### src/rtl/usart_tx_arbiter.sv
// Round-robin arbiter that shares one USART transmitter among NUM_REQ byte requesters.
// Define USART_TX_ARB_TIMEOUT_EN to abort a stuck frame after TIMEOUT_CLKS clocks and flag it on err.
module usart_tx_arbiter #(
    parameter int NUM_REQ      = 4,
    parameter int DATA_BIT     = 8,
    parameter int TIMEOUT_CLKS = 2048
) (
    input  logic                         clk,
    input  logic                         reset,
    input  logic [NUM_REQ-1:0]           req,
    input  logic [NUM_REQ*DATA_BIT-1:0]  req_data,
    output logic [NUM_REQ-1:0]           grant,
    output logic [NUM_REQ-1:0]           done,
    output logic                         err,
    output logic                         tx_request,
    output logic [DATA_BIT-1:0]          tx_data,
    input  logic                         tx_response,
    output logic                         busy
);

    localparam int PTR_W = (NUM_REQ > 2) ? $clog2(NUM_REQ) : 1;

    typedef enum logic [1:0] {
        ST_IDLE,
        ST_ISSUE,
        ST_BUSY,
        ST_RELEASE
    } state_t;

    state_t                state_reg;
    logic [PTR_W-1:0]      rr_ptr_reg;
    logic [PTR_W-1:0]      winner_reg;
    logic [NUM_REQ-1:0]    grant_reg;
    logic [NUM_REQ-1:0]    done_reg;
    logic                  tx_request_reg;
    logic [DATA_BIT-1:0]   tx_data_reg;
    logic                  busy_reg;
    logic                  resp_q;

    logic [DATA_BIT-1:0]   req_bytes [NUM_REQ];
    logic [PTR_W-1:0]      cand_idx  [NUM_REQ];
    logic [NUM_REQ-1:0]    win_onehot;
    logic [PTR_W-1:0]      win_next;
    logic                  win_found;
    logic [PTR_W-1:0]      rr_ptr_next;
    logic                  resp_edge;

    // cand_idx[k] is the requester k places after rr_ptr, wrapped modulo NUM_REQ.
    generate
        for (genvar gi = 0; gi < NUM_REQ; gi++) begin : g_req
            logic [PTR_W:0] cand_sum;

            assign req_bytes[gi]  = req_data[gi*DATA_BIT +: DATA_BIT];
            assign cand_sum       = {1'b0, rr_ptr_reg} + (PTR_W+1)'(gi);
            assign cand_idx[gi]   = (cand_sum >= (PTR_W+1)'(NUM_REQ))
                                  ? PTR_W'(cand_sum - (PTR_W+1)'(NUM_REQ))
                                  : PTR_W'(cand_sum);
            assign win_onehot[gi] = (win_next == PTR_W'(gi));
        end
    endgenerate

    // Scan from the farthest candidate back to rr_ptr so the nearest set bit wins.
    always_comb begin
        win_found = 1'b0;
        win_next  = '0;
        for (int k = NUM_REQ - 1; k >= 0; k--) begin
            if (req[cand_idx[k]]) begin
                win_found = 1'b1;
                win_next  = cand_idx[k];
            end
        end
    end

    assign rr_ptr_next = (winner_reg == PTR_W'(NUM_REQ - 1)) ? '0 : winner_reg + PTR_W'(1);
    assign resp_edge   = tx_response & ~resp_q;

`ifdef USART_TX_ARB_TIMEOUT_EN
    logic [15:0] timeout_cnt_reg;
    logic        err_reg;
    assign err = err_reg;
`else
    assign err = 1'b0;
`endif

    always_ff @(posedge clk) begin
        if (reset) begin
            state_reg      <= ST_IDLE;
            rr_ptr_reg     <= '0;
            winner_reg     <= '0;
            grant_reg      <= '0;
            done_reg       <= '0;
            tx_request_reg <= 1'b0;
            tx_data_reg    <= '0;
            busy_reg       <= 1'b0;
            resp_q         <= 1'b0;
`ifdef USART_TX_ARB_TIMEOUT_EN
            timeout_cnt_reg <= '0;
            err_reg         <= 1'b0;
`endif
        end else begin
            resp_q <= tx_response;
            case (state_reg)
                ST_IDLE: begin
                    if (win_found) begin
                        winner_reg     <= win_next;
                        grant_reg      <= win_onehot;
                        tx_data_reg    <= req_bytes[win_next];
                        tx_request_reg <= 1'b1;
                        busy_reg       <= 1'b1;
                        state_reg      <= ST_ISSUE;
                    end
                end
                ST_ISSUE: begin
                    tx_request_reg <= 1'b0;
                    state_reg      <= ST_BUSY;
`ifdef USART_TX_ARB_TIMEOUT_EN
                    timeout_cnt_reg <= '0;
`endif
                end
                ST_BUSY: begin
                    // Only a fresh rising edge completes; a response left high from before is ignored.
                    if (resp_edge) begin
                        done_reg  <= grant_reg;
                        state_reg <= ST_RELEASE;
                    end
`ifdef USART_TX_ARB_TIMEOUT_EN
                    else if (timeout_cnt_reg == 16'(TIMEOUT_CLKS - 1)) begin
                        done_reg  <= grant_reg;
                        err_reg   <= 1'b1;
                        state_reg <= ST_RELEASE;
                    end else begin
                        timeout_cnt_reg <= timeout_cnt_reg + 16'd1;
                    end
`endif
                end
                ST_RELEASE: begin
                    done_reg   <= '0;
                    grant_reg  <= '0;
                    busy_reg   <= 1'b0;
                    rr_ptr_reg <= rr_ptr_next;
                    state_reg  <= ST_IDLE;
`ifdef USART_TX_ARB_TIMEOUT_EN
                    err_reg    <= 1'b0;
`endif
                end
                default: state_reg <= ST_IDLE;
            endcase
        end
    end

    assign grant      = grant_reg;
    assign done       = done_reg;
    assign tx_request = tx_request_reg;
    assign tx_data    = tx_data_reg;
    assign busy       = busy_reg;

endmodule

### config.mk
export PLATFORM = sky130hd
export DESIGN_NAME = usart_tx_arbiter
export DESIGN_NICKNAME = d
export VERILOG_FILES = /design/src/rtl/usart_tx_arbiter.sv
export SDC_FILE = /design/constraint.sdc
export NUM_CORES = 1
export LEC_CHECK = 0
export CAP_MARGIN = 25
export CORE_UTILIZATION = 30
export DETAILED_ROUTE_END_ITERATION = 7
export PLACE_DENSITY = 0.72
export SKIP_LAST_GASP = 1
export SYNTH_ARGS = -nofsm -noshare
export SYNTH_HDL_FRONTEND = slang
export SYNTH_SLANG_ARGS = --single-unit
### constraint.sdc
create_clock -name clk -period 2.2 [get_ports clk]
set_clock_uncertainty 0.15 [all_clocks]
set_input_delay 0.55 -clock clk [delete_from_list [all_inputs] [get_ports clk]]
set_output_delay 0.55 -clock clk [all_outputs]
set_load 0.03 [all_outputs]
==> reports/metrics.cfg <==
[run_status]
status = completed

[layout]
finalNonFillerCells = 271
fin_nets = 265
largest_reg_flops = 8
antenna-diode-count = 0
fillers = 421
final_common_cell = clkdlybuf4s50_1
final_cell_mix = clkdlybuf4s50_1 (52), dfxtp_1 (25), buf_4 (20)
area_growth_pct = 58.41
drive_gt1_share_pct = 17.81

[logic_synthesis]
synthArstFlopShare_pct = 0
synth_area_leaders = dfxtp_1 (36%), mux2i_1 (14%), o221ai_2 (8.7%), ha_1 (5.4%), nor2_1 (5.2%)
synthFlopType = dfxtp_1
synth_top_area_share_pct = 36.17
syn_avg_cell_area_um2 = 9.350
synth_edf_count = 0
ys_ff_latch = 25
yosysTopAreaCell = dfxtp_1
synth_area_um2 = 1384
synth_fp_nets = 193
yosysUniqueCellTypes = 32
yosysWarnings = 0
yosysSeqAreaShare_pct = 36.17
synth_cells = 148

[route]
ant_nets = 0
drt-total-wl_um = 3354
wl_per_cell_um = 12.38
vias_per_cell = 4.742
first_pass_iters = 4
drt_iter0_drc = 51
vias = 1285
drc = 0

[clock_network]
cts-root-buf = clkbuf_8
clk-insertion-delay-late_ns = 0.26
cts_made_buffers = 3
cts_tree = built
clk_pin_slew_ns = 0.08
cts_max_path_buffers = 2
htree_levels = 1
cts_num_sinks = 25

[critical_path]
crit_type = reg -> out
cp-start-kind = flip-flop
crit_family = buffers and inverters
cp-end-kind = output port
cp_max_fo = 3
crit_chain = clkdlybuf4s50_1
crit_required_ns = 1.50
max_stage_delay_ns = 0.69
slowest_stage = clkdlybuf4s50_1
worstPathArrival_ns = 1.33
critPathBufInv = 1

[die]
die-area_um2 = 4888
core_area_um2 = 4384
start_util_pct = 31.56
io_pins = 58
num_rows = 24
fp.dieH_um = 69.92
die_w_um = 69.92

[sta]
whs_ns = 0.3271
period_share_pct = 92.11
fin_ws_ns = 0.1735
rsz0062_at_grt = no
fmaxAchievable_mhz = 493.5
setup_viol = 0
min_period_ns = 2.026
maxSlewViolCount = 0
finalSetupTns_ns = 0
finalHoldViolCount = 0

[pwr]
peakVddDrop_mv = 0.5079
p_leak_nw = 0.9187
power.total_w = 0.001965
p_per_area_nw_per_um2 = 896.6

[global_routing]
grt-ovfl-total = 0
grt_pass1_vias = 1209
grt_max_degree = 21
antenna_found_initial = 0
grt_pass1_wl_um = 5478
grt_usage_pct = 13.73

[place]
io_buffer_count = 56
dp_hpwl_um = 2639
gp_congestion = 0.7771
place_inst = 267
pre_cts_slack_ns = -0.3366

[flow_run]
maxCapViolCount = 0

[min_path]
hp-class = reg -> reg

power breakdown:
part	internal (W)	switching, W
Combinational	0.000518	0.000541
Clock	0.000129	0.000135
Sequential	0.000567	0.0000751
Total	0.00121	0.000751
area by class of cell:
| cell class | instances | area, um2 | share of cell area [%] |
|---|---|---|---|
| Sequential cell | 25 | 500.5 | 22.83 |
| Multi-Input combinational cell | 106 | 825.8 | 37.67 |
| Tap cell | 52 | 65.06 | 2.968 |
| Clock buffer | 4 | 45.04 | 2.055 |
| Inverter | 7 | 26.28 | 1.199 |
| Timing Repair Buffer | 77 | 729.5 | 33.28 |
logic make-up after synthesis:
kind of cell / count (synthesis) / synth area share [%]
other: 1 / 0.2710
adder cells (fa/ha/maj): 6 / 5.425
AND/OR/NAND/NOR: 50 / 19.17
AO/OA/AOI/OAI: 29 / 18.63
multiplexers: 20 / 14.56
buffers and inverters: 17 / 5.787
flip-flops: 25 / 36.17
metrics by stage:
stage,util (%),cell area [um2]
floorplan,-,1384
global placement,48.49,2126
detailed placement,48.49,2126
CTS,49.49,2170
global route,50.00,2192
finish,50.00,2192
synth_stat cells, types with 5 or more instances:
library cell	number
a21oi_1	10
dfxtp_1	25
ha_1	6
inv_1	7
mux2i_1	19
nand2_1	5
nand3b_1	9
nor2_1	19
o221ai_2	8
path summary, 6_finish.rpt:
check                                 start                 endpoint  slack, ns  depth (start not counted)
hold reg to reg       grant[3]$_SDFFE_PP0P_    grant[3]$_SDFFE_PP0P_       0.33                          2
hold / removal        grant[3]$_SDFFE_PP0P_    grant[3]$_SDFFE_PP0P_       0.33                          2
setup / recovery      grant[0]$_SDFFE_PP0P_                 grant[0]       0.17                          1
setup reg to reg  state_reg[0]$_SDFFE_PP0P_  tx_data[4]$_SDFFE_PP0P_       0.40                          6
timing repair:
action | in CTS | in global routing
hold endpoints to repair | 0 | 0
hold buffers | 0 | 0
endpoints found under the setup margin | 10 | 9
pin swaps | 1 | 0
gates resized for setup | 4 | 5
setup buffers | 0 | 0
metal layers:
metal,global-route usage (%),routed length [um],vias up,share of wire [%]
met1,17.83,1591,580,47
met3,4.762,255,0,7.6
met5,0,0,-,0
met2,22.22,1506,37,45
met4,2.444,0,0,0
li1,-,-,668,-
No activity file was read; power rests on OpenSTA's default activity.
